==> src/rtl/bep_frame_pkg.sv <==
// Shared frame map and sequencer state type for the BEP thermostat receive path.
package bep_frame_pkg;

  typedef enum logic [1:0] {
    ST_IDLE = 2'd0,
    ST_RECV = 2'd1,
    ST_DONE = 2'd2
  } seq_state_e;

  localparam int          FRAME_BITS    = 192;
  localparam logic [31:0] PREAMBLE_WORD = 32'h5555_5555;

  // Field offsets count from the first bit received (MSB first on the wire).
  localparam int OFF_PREAMBLE = 0;    localparam int W_PREAMBLE = 32;
  localparam int OFF_TYPE_A   = 32;   localparam int W_TYPE_A   = 16;
  localparam int OFF_TYPE_B   = 48;   localparam int W_TYPE_B   = 16;
  localparam int OFF_CONST    = 64;   localparam int W_CONST    = 32;
  localparam int OFF_ID       = 96;   localparam int W_ID       = 32;
  localparam int OFF_ROOM     = 128;  localparam int W_ROOM     = 16;
  localparam int OFF_SET      = 144;  localparam int W_SET      = 16;
  localparam int OFF_STATE    = 160;  localparam int W_STATE    = 8;
  localparam int OFF_TAIL     = 168;  localparam int W_TAIL     = 24;

  function automatic logic [7:0] sat_inc8(input logic [7:0] v);
    return (v == 8'hFF) ? v : v + 8'd1;
  endfunction

endpackage

==> src/rtl/bep_gap_timer.sv <==
// Line-idle timer: cleared by every bit strobe, flags the cycle in which it reaches GAP_CYCLES-1.
module bep_gap_timer #(
  parameter int GAP_CYCLES = 4096
) (
  input  logic clk,
  input  logic rst_n,
  input  logic clear_i,
  output logic expire_o
);

  localparam int            CW   = (GAP_CYCLES > 2) ? $clog2(GAP_CYCLES) : 1;
  localparam logic [CW-1:0] LAST = CW'(GAP_CYCLES - 1);
  localparam logic [CW-1:0] PREV = CW'(GAP_CYCLES - 2);

  logic [CW-1:0] count_q;

  always_ff @(posedge clk or negedge rst_n) begin
    if (!rst_n) begin
      count_q <= '0;
    end else if (clear_i) begin
      count_q <= '0;
    end else if (count_q != LAST) begin
      count_q <= count_q + 1'b1;
    end
  end

  // Asserted while the counter steps onto LAST, so the owner can act on the same edge.
  assign expire_o = !clear_i && (count_q == PREV);

endmodule

==> src/rtl/bep_frame_sequencer.sv <==
// Gates recovered bits into the field shift register, ends frames on line idle, holds good frames for ack.
// Optional statistics counters (err_count, drop_count) are built only when SEQ_STATS_EN is defined.
module bep_frame_sequencer #(
  parameter int          FRAME_BITS    = bep_frame_pkg::FRAME_BITS,
  parameter logic [31:0] PREAMBLE_WORD = bep_frame_pkg::PREAMBLE_WORD,
  parameter int          GAP_CYCLES    = 4096
) (
  input  logic       clk,
  input  logic       rst_n,
  input  logic       bit_strobe,
  input  logic       bit_data,
  input  logic       frame_ack,
  output logic       shift_strobe,
  output logic       decoder_clear,
  output logic       frame_valid,
  output logic       frame_error,
  output logic [7:0] bit_count,
  output logic [7:0] err_count,
  output logic [7:0] drop_count
);

  import bep_frame_pkg::*;

  localparam logic [7:0] FRAME_LEN = 8'(FRAME_BITS);

  seq_state_e state_q, state_d;
  logic [7:0] bit_count_q, bit_count_d;
  logic       pre_bad_q, pre_bad_d;
  logic       over_q, over_d;
  logic       valid_q, valid_d;
  logic       clr_q, clr_d;
  logic       ferr_q, ferr_d;
  logic       err_inc, drop_inc;
  logic       gap_expire;
  logic       pre_miss;

  bep_gap_timer #(
    .GAP_CYCLES(GAP_CYCLES)
  ) u_gap_timer (
    .clk     (clk),
    .rst_n   (rst_n),
    .clear_i (bit_strobe),
    .expire_o(gap_expire)
  );

  // Inverting the low five count bits yields 31-bit_count while inside the preamble.
  assign pre_miss = (bit_count_q < 8'd32) && (bit_data != PREAMBLE_WORD[~bit_count_q[4:0]]);

  assign shift_strobe = bit_strobe &&
                        ((state_q == ST_IDLE) || ((state_q == ST_RECV) && (bit_count_q < FRAME_LEN)));

  always_comb begin
    state_d     = state_q;
    bit_count_d = bit_count_q;
    pre_bad_d   = pre_bad_q;
    over_d      = over_q;
    valid_d     = valid_q;
    clr_d       = clr_q;
    ferr_d      = 1'b0;
    err_inc     = 1'b0;
    drop_inc    = 1'b0;
    case (state_q)
      ST_IDLE: begin
        bit_count_d = '0;
        pre_bad_d   = 1'b0;
        over_d      = 1'b0;
        valid_d     = 1'b0;
        clr_d       = 1'b1;
        if (bit_strobe) begin
          state_d     = ST_RECV;
          bit_count_d = 8'd1;
          pre_bad_d   = pre_miss;
          clr_d       = 1'b0;
        end
      end
      ST_RECV: begin
        if (bit_strobe) begin
          if (bit_count_q < FRAME_LEN) bit_count_d = bit_count_q + 8'd1;
          else                         over_d      = 1'b1;
          if (pre_miss) pre_bad_d = 1'b1;
        end else if (gap_expire) begin
          if ((bit_count_q == FRAME_LEN) && !pre_bad_q && !over_q) begin
            state_d = ST_DONE;
            valid_d = 1'b1;
          end else begin
            state_d     = ST_IDLE;
            ferr_d      = 1'b1;
            err_inc     = 1'b1;
            clr_d       = 1'b1;
            bit_count_d = '0;
          end
        end
      end
      ST_DONE: begin
        drop_inc = bit_strobe;
        if (frame_ack) begin
          state_d     = ST_IDLE;
          valid_d     = 1'b0;
          clr_d       = 1'b1;
          bit_count_d = '0;
        end
      end
      default: begin
        state_d     = ST_IDLE;
        valid_d     = 1'b0;
        clr_d       = 1'b1;
        bit_count_d = '0;
      end
    endcase
  end

  always_ff @(posedge clk or negedge rst_n) begin
    if (!rst_n) begin
      state_q     <= ST_IDLE;
      bit_count_q <= '0;
      pre_bad_q   <= 1'b0;
      over_q      <= 1'b0;
      valid_q     <= 1'b0;
      clr_q       <= 1'b1;
      ferr_q      <= 1'b0;
    end else begin
      state_q     <= state_d;
      bit_count_q <= bit_count_d;
      pre_bad_q   <= pre_bad_d;
      over_q      <= over_d;
      valid_q     <= valid_d;
      clr_q       <= clr_d;
      ferr_q      <= ferr_d;
    end
  end

  assign decoder_clear = clr_q;
  assign frame_valid   = valid_q;
  assign frame_error   = ferr_q;
  assign bit_count     = bit_count_q;

`ifdef SEQ_STATS_EN
  logic [7:0] err_cnt_q, drop_cnt_q;

  always_ff @(posedge clk or negedge rst_n) begin
    if (!rst_n) begin
      err_cnt_q  <= '0;
      drop_cnt_q <= '0;
    end else begin
      if (err_inc)  err_cnt_q  <= sat_inc8(err_cnt_q);
      if (drop_inc) drop_cnt_q <= sat_inc8(drop_cnt_q);
    end
  end

  assign err_count  = err_cnt_q;
  assign drop_count = drop_cnt_q;
`else
  logic unused_stats;
  assign unused_stats = err_inc | drop_inc;
  assign err_count    = '0;
  assign drop_count   = '0;
`endif

endmodule

==> config.mk <==
export PLATFORM = sky130hd
export DESIGN_NAME = bep_frame_sequencer
export DESIGN_NICKNAME = d
export VERILOG_FILES = /design/src/rtl/bep_frame_pkg.sv /design/src/rtl/bep_gap_timer.sv /design/src/rtl/bep_frame_sequencer.sv
export SDC_FILE = /design/constraint.sdc
export NUM_CORES = 1
export LEC_CHECK = 0
export CAP_MARGIN = 10
export CORE_ASPECT_RATIO = 0.9
export CORE_MARGIN = 2
export CORE_UTILIZATION = 51
export CTS_CLUSTER_DIAMETER = 200
export DETAILED_ROUTE_END_ITERATION = 10
export GPL_ROUTABILITY_DRIVEN = 0
export PLACE_DENSITY = 0.8
export SLEW_MARGIN = 5
export SYNTH_ARGS = -nofsm -noshare
export SYNTH_HDL_FRONTEND = slang
export SYNTH_SLANG_ARGS = --single-unit
==> constraint.sdc <==
create_clock -name clk -period 2.3 [get_ports clk]
set_clock_uncertainty 0.15 [all_clocks]
set_input_delay 0.69 -clock clk [delete_from_list [all_inputs] [get_ports clk]]
set_output_delay 0.69 -clock clk [all_outputs]
set_load 0.02 [all_outputs]
Word level (Yosys, flattened, before mapping). Memory sizes are Yosys's and may differ from the RTL's. Cells that the tools add are included.

Flip-flop bits (word level): 27. Word-level logic and storage cells: 90. Bits of input ports: 5. ROM bits: 32. Memories: 1.

Bitwise logic cells: 1. Reduce and logical (&&, ||, !) cells: 19. $add $sub $neg: 2. Muxes and demuxes: 38. Order comparisons: 3. Equal/unequal tests: 18.

Memories: (name not given) (words 32, bits a word 1, read ports 1, clocked after memory_dff 0, wr ports 0, line bep_frame_sequencer.sv:47) `assign pre_miss = (bit_count_q < 8'd32) && (bit_data != PREAMBLE_WORD[~bit_count_q[4:0]]);`.

Operator list (number): $mux W8 (5); $mux W12 (2); $pmux W8 S3 (1); $mux W1 (20); $ne A2 B2 Y1 const B (8); $reduce_and A4 Y1 (4); $add A12 B1 Y12 const B (1); $eq A12 B12 Y1 const B (1); $ne A12 B12 Y1 const B (1); $mux W2 (5); $add A8 B1 Y8 const B (1); $eq A8 B8 Y1 const B (1); $lt A8 B6 Y1 const B (1); $lt A8 B8 Y1 const B (1); $logic_and A1 B1 Y1 (6); $lt A5 B6 Y1 const B (1); $ne A3 B3 Y1 const B (2); $pmux W1 S2 (3); $pmux W2 S3 (1); $reduce_and A3 Y1 (2); $not A5 Y5 (1); $reduce_bool A2 Y1 (2); $logic_not A1 Y1 (3); $ne A3 B2 Y1 const B (1); other kinds (7) (7).

Logic depth before layout (Yosys ltp). Gate-level depths: netlist of the first run.

Depth after elaboration: 8. Mapped depth: 7. Gate-level depth less buffers: 6.

Modules after synthesis. Synthesis of the first run repeated with hierarchy kept, for this count alone.

Cell total of the unflattened synthesis: 169. Area, all modules: 1670.4 um^2.

Modules (own cells, without submodules): bep_frame_sequencer (times used 1, seq. area each 376.6 um^2, cells each 102, area each 955.9 um^2); bep_gap_timer (times used 1, seq. area each 300.3 um^2, cells each 67, area each 714.4 um^2).

Worst setup path before layout of the first run. No wires, ideal clock.

Path kind: input port to flip-flop. From: in bit_strobe. To: reg bit_count_q[5] (netlist: bit_count[5]). Setup slack: -42 ps. Arrival: 2066 ps. Stages on the path: 6. Library setup time: 126 ps. Cell sequence: clkbuf_1 inv_1 o311ai_1 or4b_1 buf_6 a221o_1.

Longest elaborated chain between the ends: 4. Elaborated cells between the ends (all ways): 8. Classes of those cells: eq/ne (3); mux (2); reduce/logical (3).

Ends and longest elaborated chain: start: declaration (line bep_frame_sequencer.sv:10) `input logic bit_strobe,`; $logic_not A1 Y1 (line bep_gap_timer.sv:28) `assign expire_o = !clear_i && (count_q == PREV);`; $logic_and A1 B1 Y1 (line bep_gap_timer.sv:28); $ne A3 B3 Y1 (no line); $reduce_and A4 Y1 (no line); end signal: assignment (line bep_frame_sequencer.sv:123) `bit_count_q <= bit_count_d;`; end: declaration (line bep_frame_sequencer.sv:27) `logic [7:0] bit_count_q, bit_count_d;`.

Parallel ways exist; a longest one is shown, timed or not. A chain may end at the register's enable or synchronous reset.

Final worst setup path of the first run.
From: reg bit_count_q[7] (netlist: bit_count[7]). To: out bit_count[7].

RTL lines: end: declaration (line bep_frame_sequencer.sv:17) `output logic [7:0] bit_count,`.

No word-level cell between the ends.

==> results of run 1 <==
==> worst reg2reg max path, stage by stage (launching register included) <==
cell and delay (ps):
sky130_fd_sc_hd__dfrtp_1 450, sky130_fd_sc_hd__ha_1 170, sky130_fd_sc_hd__nand3_1 90, sky130_fd_sc_hd__o311ai_1 220, sky130_fd_sc_hd__or4b_4 540, sky130_fd_sc_hd__a221o_1 370
==> flip-flops by register name, indices dropped and copies added (netlist names) <==
signal / cells
frame_valid: 1
bit_count: 8
over_q: 1
state_q: 2
u_gap_timer.count_q: 12
pre_bad_q: 1
frame_error: 1
decoder_clear: 1
==> cell type report <==
type	instances	share of cell area, %
multi-input combinational	128	42.6
sequential	27	35.9
timing repair buffer	33	16.0
tap	42	2.78
clock buffer	4	1.39
inverter	7	1.39
==> worst max-delay path by stage <==
stage	startpoint	endpoint	cells after the start
floorplan	bit_strobe	bit_count[5]	6
global placement	bit_strobe	shift_strobe	4
detailed placement	bit_strobe	shift_strobe	4
CTS	bit_count[6]	bit_count[6]	1
global route	bit_count[7]	bit_count[7]	1
finish	bit_count[7]	bit_count[7]	1
==> per-stage QoR <==
step | utilization (%) | instance area, sq um | setup TNS (ps) | setup WS, ps
after detailed placement | 61.1 | 1840 | -5290 | -625
after floorplan | - | 1660 | 0 | 80.2
after global routing | 62.5 | 1890 | 0 | 8.30
after global placement | 61.1 | 1840 | -4900 | -597
final | 62.5 | 1890 | 0 | 55.9
after CTS | 62.0 | 1870 | 0 | 1.26
==> logic make-up after synthesis <==
family                   after synthesis  share of synthesized area (%)
XOR/XNOR                               6                           3.28
buffers and inverters                 30                           11.3
other                                  1                          0.234
adder cells (fa/ha/maj)                3                           2.34
multiplexers                           3                           2.03
AND/OR/NAND/NOR                       65                           22.8
flip-flops                            27                           42.3
AO/OA/AOI/OAI                         35                           15.8
==> per-layer routing <==
| metal | vias to the layer above | routed length (um) | global-route usage [%] |
|---|---|---|---|
| met2 | 47 | 1710 | 32.1 |
| met3 | 4 | 179 | 3.35 |
| met1 | 665 | 1510 | 24.1 |
| met5 | - | 0 | 0 |
| li1 | 642 | - | - |
| met4 | 0 | 23 | 5.71 |
==> what timing repair did <==
action / 4_1_cts / 5_1_grt
resized for setup: 10 / 6
setup endpoints to repair: 10 / 6
hold buffers: 0 / 0
==> power by group through the flow <==
stage | registers (mW) | logic, mW | clock network (mW)
2_1_floorplan | 0.601 | 0.130 | 0
3_3_place_gp | 0.551 | 0.289 | 0
3_5_place_dp | 0.552 | 0.299 | 0
4_1_cts | 0.543 | 0.298 | 0.211
5_1_grt | 0.549 | 0.318 | 0.232
6_report | 0.545 | 0.293 | 0.211
==> cell usage in the layout, fill, tap and decap left out, drive strengths merged, types with 2 or more instances in the layout <==
cell type      netlist  final
dlymetal6s2s         0      6
nor4                 2      2
dlygate4sd2          0      2
buf                 17     18
ha                   3      3
and4                 3      3
nor2b                2      2
clkbuf               6      4
mux2                 2      2
o21ai                7      7
clkdlybuf4s50        0      7
a21oi                4      4
xnor2                5      5
or2                  2      2
a211oi               2      2
nor3                 9      9
nand2b               2      2
o31ai                2      2
inv                  7      7
nand3                7      7
a21o                 2      2
nor2                12     12
nand4                4      4
nor3b                3      3
nand2               10     10
a311oi               3      3
or4                  3      3
dfrtp               26     26
a31oi                5      5
conb                 1     16
o22a                 5      5
==> reports/metrics.json, run 1 <==
{
  "outcome": {"value": "finished, final reports clean"},
  "syn-cell-area": {"value": 1600, "unit": "sq um"},
  "vias_per_cell": {"value": 5.63},
  "power-per-cell-area": {"value": 556, "unit": "nW/um^2"},
  "finalHoldViolations": {"value": 0},
  "final-seq-area": {"value": 677, "unit": "sq um"},
  "firstDrtPassIters": {"value": 4},
  "core_area": {"value": 3020, "unit": "sq um"},
  "post_cts.repair.setup_buffers": {"value": 0},
  "detailedPlacementHpwl": {"value": 2500, "unit": "um"},
  "final.min_clock_period": {"value": 2240, "unit": "ps"},
  "ys_async_sr_fraction": {"value": 100, "unit": "%"},
  "p_leak": {"value": 0.925, "unit": "nW"},
  "multiInputGateArea": {"value": 805, "unit": "sq um"},
  "timing.critical_path.arrival": {"value": 1400, "unit": "ps"},
  "swShare": {"value": 32.4, "unit": "%"},
  "detail-route-antenna-nets": {"value": 0},
  "r2r_start": {"value": "u_gap_timer.count_q[1]"},
  "ios": {"value": 33},
  "share_of_the_clock_period_used_by_the_worst_path_after_layout": {"value": 97.6, "unit": "%"},
  "min_path_cells": {"value": 1},
  "rr_worst_depth": {"value": 5},
  "vdd_drop_max": {"value": 213, "unit": "uV"},
  "clock-root-buffer": {"value": "sky130_fd_sc_hd__clkbuf_4"},
  "synth_largest_area_cell": {"value": "sky130_fd_sc_hd__dfrtp_1"},
  "power.share.sequential": {"value": 52.0, "unit": "%"},
  "proportion_of_layout_cells_with_a_drive_suffix_above_1": {"value": 17.6, "unit": "%"},
  "fmaxAchievable": {"value": 446, "unit": "MHz"},
  "fp.dieArea": {"value": 3610, "unit": "sq um"},
  "fin_worst_hold_slack": {"value": 391, "unit": "ps"},
  "critical_path.n_buffers_inverters": {"value": 1},
  "via_count": {"value": 1358},
  "placed_cells": {"value": 237},
  "critical-path-top-delay-family": {"value": "buffers and inverters"},
  "dominantRegCellSynth": {"value": "sky130_fd_sc_hd__dfrtp_1"},
  "min_from": {"value": "frame_valid"},
  "synth_seq_cells": {"value": 27},
  "cell_internal_pwr": {"value": 0.710, "unit": "mW"},
  "route.detailed.wl_per_inst": {"value": 14.2, "unit": "um"},
  "worst_r2r_endpoint": {"value": "bit_count[5]"},
  "worst_slew_margin_rel": {"value": 63.3, "unit": "%"},
  "die_h": {"value": 57.2, "unit": "um"},
  "design.final.nets": {"value": 208},
  "crit_path_max_incr_delay": {"value": 630, "unit": "ps"},
  "initial_utilization": {"value": 53.0, "unit": "%"},
  "grt_antenna_before_repair": {"value": 0},
  "synth_top_cells_by_area": {"value": "sky130_fd_sc_hd__dfrtp_1 41%, sky130_fd_sc_hd__buf_4 7.5%, sky130_fd_sc_hd__nor3_1 2.8%"},
  "final-setup-viol-count": {"value": 0},
  "track_usage": {"value": 18.6, "unit": "%"},
  "cts_buffers": {"value": 3},
  "antenna_cells": {"value": 0},
  "netlist_instances": {"value": 170},
  "port_buffers": {"value": 16},
  "synth.yosys.seq_area_share": {"value": 42.3, "unit": "%"},
  "synth-warning-count": {"value": 0},
  "yosys.cell_count.top_type": {"value": "sky130_fd_sc_hd__dfrtp_1"},
  "tritoncts": {"value": "yes"},
  "drt_wl_total": {"value": 3420, "unit": "um"},
  "post_synth_most_frequent_cells": {"value": "26 x sky130_fd_sc_hd__dfrtp_1, 16 x sky130_fd_sc_hd__buf_4, 12 x sky130_fd_sc_hd__nor2_1, 10 x sky130_fd_sc_hd__nand2_1, 9 x sky130_fd_sc_hd__nor3_1"},
  "number_of_distinct_library_cells_after_synthesis": {"value": 46},
  "clock_power_share": {"value": 20.1, "unit": "%"},
  "total_power": {"value": 1.05, "unit": "mW"},
  "clkLatencyLatePin": {"value": 320, "unit": "ps"},
  "combinationalPowerShare": {"value": 27.9, "unit": "%"},
  "post_synth_edffs": {"value": 0},
  "crit_path_start_kind": {"value": "register"},
  "die_w": {"value": 63.1, "unit": "um"},
  "max_slew.worst_pin.slew": {"value": 536, "unit": "ps"},
  "htree_num_levels": {"value": 1},
  "yosys.area.top_type_share": {"value": 40.6, "unit": "%"},
  "area_growth": {"value": 17.9, "unit": "%"},
  "r2r_setup_slack": {"value": 220, "unit": "ps"},
  "critPathSlowestCell": {"value": "sky130_fd_sc_hd__clkdlybuf4s50_1"},
  "rsz0062_at_grt": {"value": "no"},
  "fillCellCount": {"value": 261},
  "globalRouteOverflowTotal": {"value": 0},
  "via_count_of_the_first_global_routing_pass": {"value": 1284},
  "clk_path_buf_depth": {"value": 2},
  "clock_sink_count": {"value": 27},
  "worstPathCellList": {"value": "clkdlybuf4s50_1"},
  "postSynthAreaPerCell": {"value": 9.42, "unit": "sq um"},
  "worst_path_class_setup": {"value": "reg2out"},
  "placementRows": {"value": 19},
  "timing_max_transition_violations_final": {"value": 0},
  "stdcell_count": {"value": 241},
  "endpoint_worst_hold": {"value": "frame_valid"},
  "timing.critical_path.fanout_max": {"value": 6},
  "cp.required": {"value": 1460, "unit": "ps"},
  "grt_start_max_net_pins": {"value": 28},
  "first_pass_grt_wire_length": {"value": 5460, "unit": "um"},
  "drt_drc_violations_left": {"value": 0},
  "detailedRoute.firstIterationViolations": {"value": 103},
  "end_kind": {"value": "output port"},
  "clk_pin_slew": {"value": 150, "unit": "ps"},
  "maxCapViolCount": {"value": 0},
  "power.net_switching": {"value": 0.340, "unit": "mW"},
  "hp-class": {"value": "reg2reg"}
}
Power figures use the tool's default switching activity.
==> inputs of run 2 (changes only) <==
- CAP_MARGIN: 10 -> 20
- MAX_ROUTING_LAYER: not set -> met4
- PLACE_DENSITY: 0.8 -> not set
- PLACE_DENSITY_LB_ADDON: not set -> 0.05
==> run 2 against run 1 <==
  * First-iteration DRC count up 17%
  * Critical path depth up 6
  * Sequential share of layout area down 0.14 points
  * Clock power down 6%
  * Cell area up 0.40%
  * Die area unchanged
  * Critical endpoint is now bit_count[3]
  * Combinational power down 1%
  * Power down 1.7%
==> reports/metrics.json, run 2 (synthesized netlist as in run 1, its figures left out) <==
{
  "critPathLaunch": {"value": "bit_strobe"},
  "drt_wl_total": {"value": 3400, "unit": "um", "change": "-0.64%"},
  "vdd_drop_max": {"value": 439, "unit": "uV", "change": "+110%"},
  "via_count_of_the_first_global_routing_pass": {"value": 1272, "change": "-0.93%"},
  "timing_max_transition_violations_final": {"value": 0, "change": "unchanged"},
  "placementRows": {"value": 19, "change": "unchanged"},
  "placement.cell_area": {"value": 1860, "unit": "sq um", "change": "+0.68%"},
  "layout_common_cells": {"value": "26 x sky130_fd_sc_hd__dfrtp_1, 17 x sky130_fd_sc_hd__buf_4, 16 x sky130_fd_sc_hd__conb_1, 12 x sky130_fd_sc_hd__nor2_1, 10 x sky130_fd_sc_hd__nand2_1"},
  "cts_buffers": {"value": 3, "change": "unchanged"},
  "clkLatencyLatePin": {"value": 320, "unit": "ps", "change": "about the same"},
  "p_leak": {"value": 0.930, "unit": "nW", "change": "+0.54%"},
  "fin_worst_hold_slack": {"value": 374, "unit": "ps", "change": "-16.3 ps"},
  "clk_path_buf_depth": {"value": 2, "change": "unchanged"},
  "fp.dieArea": {"value": 3610, "unit": "sq um", "change": "unchanged"},
  "combinationalPowerShare": {"value": 28.0, "unit": "%", "change": "about the same"},
  "detailedRoute.firstIterationViolations": {"value": 121, "change": "+17%"},
  "final-setup-viol-count": {"value": 0, "change": "unchanged"},
  "crit_path_start_kind": {"value": "input port"},
  "grt_antenna_before_repair": {"value": 0, "change": "unchanged"},
  "max_slew.worst_pin.slew": {"value": 538, "unit": "ps", "change": "+1.90 ps"},
  "cp.required": {"value": 2370, "unit": "ps", "change": "+910 ps"},
  "final.min_clock_period": {"value": 2190, "unit": "ps", "change": "-55.7 ps"},
  "detailedPlacementHpwl": {"value": 2630, "unit": "um", "change": "+5.0%"},
  "outcome": {"value": "finished, final reports clean"},
  "fmaxAchievable": {"value": 457, "unit": "MHz", "change": "+2.5%"},
  "detail-route-antenna-nets": {"value": 0, "change": "unchanged"},
  "first_pass_grt_wire_length": {"value": 5870, "unit": "um", "change": "+7.3%"},
  "fin_ws": {"value": 112, "unit": "ps", "change": "+55.7 ps"},
  "drt_drc_violations_left": {"value": 0, "change": "unchanged"},
  "maxCapViolCount": {"value": 0, "change": "unchanged"},
  "via_count": {"value": 1322, "change": "-2.7%"},
  "clock_sink_count": {"value": 27, "change": "unchanged"},
  "htree_num_levels": {"value": 1, "change": "unchanged"},
  "core_area": {"value": 3020, "unit": "sq um", "change": "unchanged"},
  "layout.cells.most_common": {"value": "sky130_fd_sc_hd__dfrtp_1"},
  "clk_pin_slew": {"value": 140, "unit": "ps", "change": "about the same"},
  "min_from": {"value": "frame_valid"},
  "finalHoldViolations": {"value": 0, "change": "unchanged"},
  "power.share.sequential": {"value": 52.7, "unit": "%", "change": "+0.7 points"},
  "ios": {"value": 33, "change": "unchanged"},
  "placed_cells": {"value": 237, "change": "unchanged"},
  "share_of_the_clock_period_used_by_the_worst_path_after_layout": {"value": 95.1, "unit": "%", "change": "-2.4 points"},
  "timing.critical_path.arrival": {"value": 2260, "unit": "ps", "change": "+860 ps"},
  "die_h": {"value": 57.2, "unit": "um", "change": "unchanged"},
  "area_growth": {"value": 18.4, "unit": "%"},
  "swShare": {"value": 31.6, "unit": "%", "change": "-0.83 points"},
  "stdcell_count": {"value": 242, "change": "+0.41%"},
  "antenna_cells": {"value": 0, "change": "unchanged"},
  "fin_area": {"value": 1900, "unit": "sq um", "change": "+0.40%"},
  "cell_internal_pwr": {"value": 0.706, "unit": "mW", "change": "-0.50%"},
  "initial_utilization": {"value": 53.0, "unit": "%", "change": "unchanged"},
  "port_buffers": {"value": 16, "change": "unchanged"},
  "r2r_start": {"value": "u_gap_timer.count_q[1]"},
  "hp-class": {"value": "reg2reg"},
  "end_kind": {"value": "register"},
  "firstDrtPassIters": {"value": 4, "change": "unchanged"},
  "tritoncts": {"value": "yes"},
  "power-per-cell-area": {"value": 544, "unit": "nW/um^2", "change": "-2.1%"},
  "rsz0062_at_grt": {"value": "no"},
  "pre_cts_ws": {"value": -608, "unit": "ps", "change": "+16.9 ps"},
  "grt_start_max_net_pins": {"value": 20, "change": "-29%"},
  "power.net_switching": {"value": 0.326, "unit": "mW", "change": "-4.2%"},
  "route.detailed.wl_per_inst": {"value": 14.0, "unit": "um", "change": "-1.1%"},
  "timing.critical_path.fanout_max": {"value": 18, "change": "+12"},
  "largest_register": {"value": "u_gap_timer.count_q"},
  "worst_path_class_setup": {"value": "in2reg"},
  "design.final.nets": {"value": 209, "change": "+0.48%"},
  "track_usage": {"value": 21.1, "unit": "%", "change": "+2.5 points"},
  "clock_power_share": {"value": 19.3, "unit": "%", "change": "-0.8 points"},
  "largest_reg_flops": {"value": 12, "change": "unchanged"},
  "proportion_of_layout_cells_with_a_drive_suffix_above_1": {"value": 18.0, "unit": "%", "change": "+0.41 points"},
  "worst_slew_margin_rel": {"value": 63.2, "unit": "%", "change": "-0.13 points"},
  "clock-root-buffer": {"value": "sky130_fd_sc_hd__clkbuf_4"},
  "globalRouteOverflowTotal": {"value": 0, "change": "unchanged"},
  "die_w": {"value": 63.1, "unit": "um", "change": "unchanged"},
  "vias_per_cell": {"value": 5.46, "change": "-3.1%"}
}
## run 2: cell count changes in the layout (fill, tap and decap cells not counted), sizes merged
| cell | before | now |
|---|---|---|
| buf | 18 | 19 |
| clkdlybuf4s50 | 7 | 5 |
| dlygate4sd2 | 2 | 5 |
| dlymetal6s2s | 6 | 5 |
## run 2: metrics by stage
stage	power, mW	util, %	setup TNS (ps)
finish	1.03	62.8	0
global placement	0.850	61.5	-4390
global route	1.10	62.8	0
CTS	1.05	62.4	0
floorplan	0.731	-	0
detailed placement	0.857	61.5	-4930
## run 2: path summary, 6_finish.rpt
| path | slack [ps] | endpoint | depth (start not counted) |
|---|---|---|---|
| hold reg to reg | 370 | frame_valid | 1 |
| max in group asynchronous | 1030 | u_gap_timer.count_q[3] | 2 |
| min in group asynchronous | 510 | over_q | 1 |
| setup reg to reg | 190 | bit_count[3] | 6 |
| hold / removal | 370 | frame_valid | 1 |
| setup / recovery | 110 | bit_count[3] | 7 |
## run 2: repair_timing
action | in CTS | in global routing
buffers inserted | 1 | 0
hold buffers | 0 | 0
setup endpoints to repair | 14 | 5
resized for setup | 11 | 5
## run 2: layout make-up
type	count	area, sq um
clock buffer	4	26.3
sequential	27	677
multi-input combinational	128	805
timing repair buffer	34	309
inverter	7	26.3
fill	267	1120
tap	42	52.6
## run 2: power by group through the flow
stage / Clock, mW / Combinational [mW] / Sequential [mW]
finish: 0.199 / 0.289 / 0.544
global route: 0.231 / 0.313 / 0.551
CTS: 0.208 / 0.295 / 0.545
detailed placement: 0 / 0.302 / 0.555
global placement: 0 / 0.295 / 0.555
floorplan: 0 / 0.130 / 0.601
## run 2: critical path: stages
cell and delay [ps]:
sky130_fd_sc_hd__dlygate4sd2_1 220, sky130_fd_sc_hd__buf_4 230, sky130_fd_sc_hd__inv_1 110, sky130_fd_sc_hd__o311ai_1 80, sky130_fd_sc_hd__or4b_4 540, sky130_fd_sc_hd__buf_4 180, sky130_fd_sc_hd__a21o_2 200
## run 2: layer usage
| layer | wire length [um] | global-route usage, % | part of all wire [%] |
|---|---|---|---|
| met1 | 1530 | 27.7 | 45 |
| met2 | 1550 | 33.7 | 46 |
| met3 | 259 | 4.14 | 7.6 |
| met4 | 59 | 5.71 | 1.7 |
| met5 | 0 | - | 0 |
==> inputs of run 3 (changes only) <==
- CELL_PAD_IN_SITES_DETAIL_PLACEMENT: not set -> 1
- CELL_PAD_IN_SITES_GLOBAL_PLACEMENT: not set -> 1
- CORE_UTILIZATION: 51 -> 38
==> run 3 against run 2 <==
  * Combinational power is 8.7% higher
  * Sequential share of layout area is 0.42 points lower
  * Clock power is 39% higher
  * Critical endpoint is now bit_count[2]
  * Critical path type is now reg2out
  * Register-to-register slack worse by 40 ps
==> reports/metrics.json, run 3 (synthesized netlist as in run 1, its figures left out) <==
{
  "maxCapViolCount": {"value": 0, "change": "unchanged"},
  "grt.met3_usage": {"value": 3.83, "unit": "%", "change": "-0.31 points"},
  "final-setup-viol-count": {"value": 0, "change": "unchanged"},
  "detailedRoute.firstIterationViolations": {"value": 76, "change": "-37%"},
  "share_of_the_clock_period_used_by_the_worst_path_after_layout": {"value": 98.1, "unit": "%", "change": "+3.0 points"},
  "critical_path.n_buffers_inverters": {"value": 1, "change": "-3"},
  "grt_start_max_net_pins": {"value": 28, "change": "+40%"},
  "stdcell_count": {"value": 249, "change": "+2.9%"},
  "die_w": {"value": 72.4, "unit": "um", "change": "+15%"},
  "crit_path_start_kind": {"value": "register"},
  "via_count": {"value": 1371, "change": "+3.7%"},
  "placed_cells": {"value": 244, "change": "+3.0%"},
  "power-per-cell-area": {"value": 595, "unit": "nW/um^2", "change": "+9.2%"},
  "globalRouteOverflowTotal": {"value": 0, "change": "unchanged"},
  "p_leak": {"value": 0.876, "unit": "nW", "change": "-5.8%"},
  "die_h": {"value": 65.6, "unit": "um", "change": "+15%"},
  "design.final.nets": {"value": 210, "change": "+0.48%"},
  "clock-root-buffer": {"value": "sky130_fd_sc_hd__clkbuf_8"},
  "firstDrtPassIters": {"value": 4, "change": "unchanged"},
  "fp.dieArea": {"value": 4750, "unit": "sq um", "change": "+32%"},
  "grt_util_met2": {"value": 30.2, "unit": "%", "change": "-3.6 points"},
  "end_kind": {"value": "output port"},
  "layout.cells.most_common": {"value": "sky130_fd_sc_hd__dfrtp_1"},
  "clock_sink_count": {"value": 27, "change": "unchanged"},
  "r2r_start": {"value": "u_gap_timer.count_q[1]"},
  "fmaxAchievable": {"value": 443, "unit": "MHz", "change": "-3.0%"},
  "endpoint_worst_hold": {"value": "frame_valid"},
  "detail-route-antenna-nets": {"value": 0, "change": "unchanged"},
  "largest_register": {"value": "u_gap_timer.count_q"},
  "critPathSlowestCell": {"value": "sky130_fd_sc_hd__clkdlybuf4s50_1"},
  "worst_slew_margin_rel": {"value": 62.9, "unit": "%", "change": "-0.36 points"},
  "timing_max_transition_violations_final": {"value": 0, "change": "unchanged"},
  "cts_buffers": {"value": 3, "change": "unchanged"},
  "port_buffers": {"value": 16, "change": "unchanged"},
  "via_count_of_the_first_global_routing_pass": {"value": 1409, "change": "+11%"},
  "r2r_setup_slack": {"value": 150, "unit": "ps", "change": "-40 ps"},
  "first_pass_grt_wire_length": {"value": 7090, "unit": "um", "change": "+21%"},
  "vdd_drop_max": {"value": 336, "unit": "uV", "change": "-24%"},
  "vias_per_cell": {"value": 5.51, "change": "+0.79%"},
  "postLayoutCoreUtil": {"value": 47.1, "unit": "%", "change": "-16 points"},
  "final-seq-area": {"value": 677, "unit": "sq um", "change": "unchanged"},
  "final.min_clock_period": {"value": 2260, "unit": "ps", "change": "+68.5 ps"},
  "layout_common_cells": {"value": "26 x sky130_fd_sc_hd__dfrtp_1, 18 x sky130_fd_sc_hd__buf_4, 16 x sky130_fd_sc_hd__conb_1, 12 x sky130_fd_sc_hd__nor2_1, 12 x sky130_fd_sc_hd__clkdlybuf4s50_1"},
  "worst_r2r_endpoint": {"value": "bit_count[3]"},
  "route.detailed.wl_per_inst": {"value": 16.6, "unit": "um", "change": "+18%"},
  "rsz0062_at_grt": {"value": "no"},
  "drt_drc_violations_left": {"value": 0, "change": "unchanged"},
  "finalHoldViolations": {"value": 0, "change": "unchanged"},
  "worst_path_class_setup": {"value": "reg2out"},
  "drt_wl_total": {"value": 4140, "unit": "um", "change": "+22%"},
  "largest_reg_flops": {"value": 12, "change": "unchanged"},
  "min_from": {"value": "frame_valid"},
  "critical-path-top-delay-family": {"value": "buffers and inverters"},
  "antenna_cells": {"value": 0, "change": "unchanged"},
  "grt_antenna_before_repair": {"value": 0, "change": "unchanged"},
  "placementRows": {"value": 22, "change": "+3"},
  "area_growth": {"value": 19.8, "unit": "%"},
  "hp-class": {"value": "reg2reg"},
  "rr_worst_depth": {"value": 6, "change": "unchanged"},
  "timing.critical_path.arrival": {"value": 1420, "unit": "ps", "change": "-840 ps"},
  "multiInputGateArea": {"value": 805, "unit": "sq um", "change": "unchanged"},
  "detailedPlacementHpwl": {"value": 3030, "unit": "um", "change": "+15%"},
  "max_slew.worst_pin.slew": {"value": 543, "unit": "ps", "change": "+5.33 ps"},
  "track_usage": {"value": 19.6, "unit": "%", "change": "-1.5 points"},
  "worstPathCellList": {"value": "clkdlybuf4s50_1"},
  "clk_pin_slew": {"value": 100, "unit": "ps", "change": "-40 ps"},
  "initial_utilization": {"value": 39.3, "unit": "%", "change": "-14 points"},
  "busiest_layer": {"value": "met2"},
  "core_area": {"value": 4070, "unit": "sq um", "change": "+35%"},
  "tritoncts": {"value": "yes"},
  "proportion_of_layout_cells_with_a_drive_suffix_above_1": {"value": 18.4, "unit": "%", "change": "+0.41 points"},
  "fillCellCount": {"value": 486, "change": "+82%"},
  "clkLatencyLatePin": {"value": 270, "unit": "ps", "change": "-50 ps"},
  "htree_num_levels": {"value": 1, "change": "unchanged"},
  "gr_util_met1": {"value": 27.8, "unit": "%", "change": "+0.066 points"},
  "ios": {"value": 33, "change": "unchanged"},
  "min_path_cells": {"value": 1, "change": "unchanged"},
  "clk_path_buf_depth": {"value": 2, "change": "unchanged"},
  "outcome": {"value": "finished, final reports clean"},
  "cp.required": {"value": 1460, "unit": "ps", "change": "-910 ps"},
  "crit_path_max_incr_delay": {"value": 650, "unit": "ps", "change": "+110 ps"},
  "timing.critical_path.fanout_max": {"value": 7, "change": "-11"}
}
-- run 3: changes by cell type in the layout (fill, tap and decap cells not counted) --
cell / change
sky130_fd_sc_hd__clkbuf_4: -3
sky130_fd_sc_hd__clkdlybuf4s50_1: +7
sky130_fd_sc_hd__dlymetal6s2s_1: -3
sky130_fd_sc_hd__buf_4: +1
sky130_fd_sc_hd__buf_12: -1
sky130_fd_sc_hd__dlygate4sd2_1: -4
sky130_fd_sc_hd__clkbuf_8: +3
sky130_fd_sc_hd__buf_6: +1
-- run 3: timing repair --
item / CTS / global route
buffers inserted: 1 / 0
pin swaps: 0 / 0
setup endpoints to repair: 9 / 2
gates resized for setup: 8 / 2
hold buffers: 0 / 0
-- run 3: through the flow --
| step | worst slack, ps | power (mW) | cell area (sq um) | TNS, ps | hold slack, ps |
|---|---|---|---|---|---|
| 3_3_place_gp | -631 | 0.862 | 1860 | -5090 | 335 |
| 6_report | 43.1 | 1.14 | 1920 | 0 | 360 |
| 5_1_grt | 2.53 | 1.20 | 1920 | 0 | 404 |
| 3_5_place_dp | -672 | 0.869 | 1860 | -5900 | 346 |
| 4_1_cts | 25.2 | 1.15 | 1910 | 0 | 372 |
| 2_1_floorplan | 80.2 | 0.731 | 1660 | 0 | 244 |
-- run 3: worst max path at each step --
stage,start,endpoint,slack [ps],depth (start not counted)
after floorplan,bit_strobe,bit_count[5],80,6
after global placement,bit_strobe,shift_strobe,-630,4
after detailed placement,bit_strobe,bit_count[3],-670,7
after CTS,bit_count[3],bit_count[3],30,2
after global routing,bit_count[0],bit_count[0],3,2
final,bit_count[2],bit_count[2],40,1
-- run 3: power breakdown --
group | internal [mW] | switching, mW
logic | 0.141 | 0.174
clock network | 0.124 | 0.153
registers | 0.511 | 0.0386
-- run 3: layout make-up --
class | instances | area share (%)
Clock buffer | 4 | 2.35
Inverter | 7 | 1.37
Multi-Input combinational cell | 128 | 41.9
Sequential cell | 27 | 35.3
Tap cell | 48 | 3.13
Timing Repair Buffer | 35 | 15.9
-- run 3: metal layers --
metal	part of all wire [%]	wire [um]	vias to the layer above
li1	-	-	649
met1	52	2140	691
met2	44	1830	29
met3	3.7	152	2
met4	0.43	18	0
met5	0	0	-
==> patch: new RTL, flow settings as in run 2 <==
Build with the macro `SEQ_STATS_EN` defined.
--- a/src/rtl/bep_frame_sequencer.sv
+++ b/src/rtl/bep_frame_sequencer.sv
@@ -1,5 +1,7 @@
 // Gates recovered bits into the field shift register, ends frames on line idle, holds good frames for ack.
 // Optional statistics counters (err_count, drop_count) are built only when SEQ_STATS_EN is defined.
+`define SEQ_STATS_EN
+
 module bep_frame_sequencer #(
   parameter int          FRAME_BITS    = bep_frame_pkg::FRAME_BITS,
   parameter logic [31:0] PREAMBLE_WORD = bep_frame_pkg::PREAMBLE_WORD,
Behaviour: same outputs for any inputs over 10 cycles, from zero or initial values and one cycle with rst_n low; that may be too few to reach the edited logic, so the function may still have changed.
==> patch against run 2 <==
- sequential share of layout area up 1.1 points
- setup slack worse by 0.031 ns
- non-clock buffer count up 22
- area after synthesis up 41%
- power up 65%
- design area up 54%
- via count up 46%
- sequential cell count up 16
- wire length up 40%
- sequential power up 60%
- count of clock-buffer cells in the layout up 4
- critical endpoint is now err_count[4]
==> patch: results (changes against run 2) <==
- Outcome: completed (unchanged).
- The global routing usage on met1 came to 27.8% (was 27.7%).
- The launch point of the worst reg-to-reg path is u_gap_timer.count_q[4] (was u_gap_timer.count_q[1]).
- The number of nets in the layout is 289 (was 209).
- The share of synthesized area occupied by flip-flops and latches is 47.8% (was 42.3%).
- The clock slew at the register clock pins of the worst setup and hold paths is 0.08 ns (was 0.14 ns).
- The worst setup timing slack at the placement stage is -0.504 ns (was -0.608 ns).
- The all-layer global routing usage was 21.7% (was 21.1%).
- The post-cts gate resize count is 5 (was 11).
- The power spent charging and discharging nets is 464 uW (was 326 uW).
- The longest individual stage delay on the worst path was 0.45 ns (was 0.54 ns).
- The number of non-filler instances in the completed layout is 340 (was 242).
- The sequential power is 872 uW (was 544 uW).
- The met3 wire length is 173 um (was 259 um).
- The family of cells with the greatest summed delay on the critical path was simple AND/OR/NAND/NOR gates (was buffers and inverters).
- The minimum hold slack is 0.307 ns (was 0.374 ns).
- The switching power as a share of total power is 27.2% (was 31.6%).
- The post-placement cell count came to 333 (was 237).
- The detailed router's first-iteration violation count is 146 (was 121).
- The total number of H-tree levels is 2 (was 1).
- The routed via count is 1926 (was 1322).
- The fraction of met3 tracks used by global routing is 4.08% (was 4.14%).
- The largest net degree at the start of global routing is 44 (was 20).
- The number of cells traversed by the worst register-to-register path is 4 (was 6).
- The count of port buffers added during placement is 32 (was 16).
- The share of post-route cells with drive strength above 1 came to 16.4% (was 18.0%).
patch: cell types whose count changed in the layout (fill, tap and decap cells not counted), moves of 14 or more:
cell                                     run 2  this run
sky130_fd_sc_hd__and3_1                      1        15
sky130_fd_sc_hd__clkdlybuf4s50_1             5        25
sky130_fd_sc_hd__conb_1                     16         0
sky130_fd_sc_hd__dfrtp_1                    26        42
patch: cells by family after synthesis:
group / after synthesis / share of synthesized area (%)
xor gates and xnor gates: 14 / 5.44
muxes: 6 / 2.94
buffers and inverters: 9 / 1.83
and+or+nand+nor: 98 / 25.1
AOI/OAI and AO/OA: 45 / 14.1
adders and majority gates: 5 / 2.78
DFF: 43 / 47.8
patch: area by class of cell:
cell class | count | area [um^2]
fill | 334 | 1230
multi-input combinational | 168 | 1150
clock buffer | 8 | 100
tap | 60 | 75.1
inverter | 5 | 18.8
timing repair buffer | 56 | 507
sequential | 43 | 1080
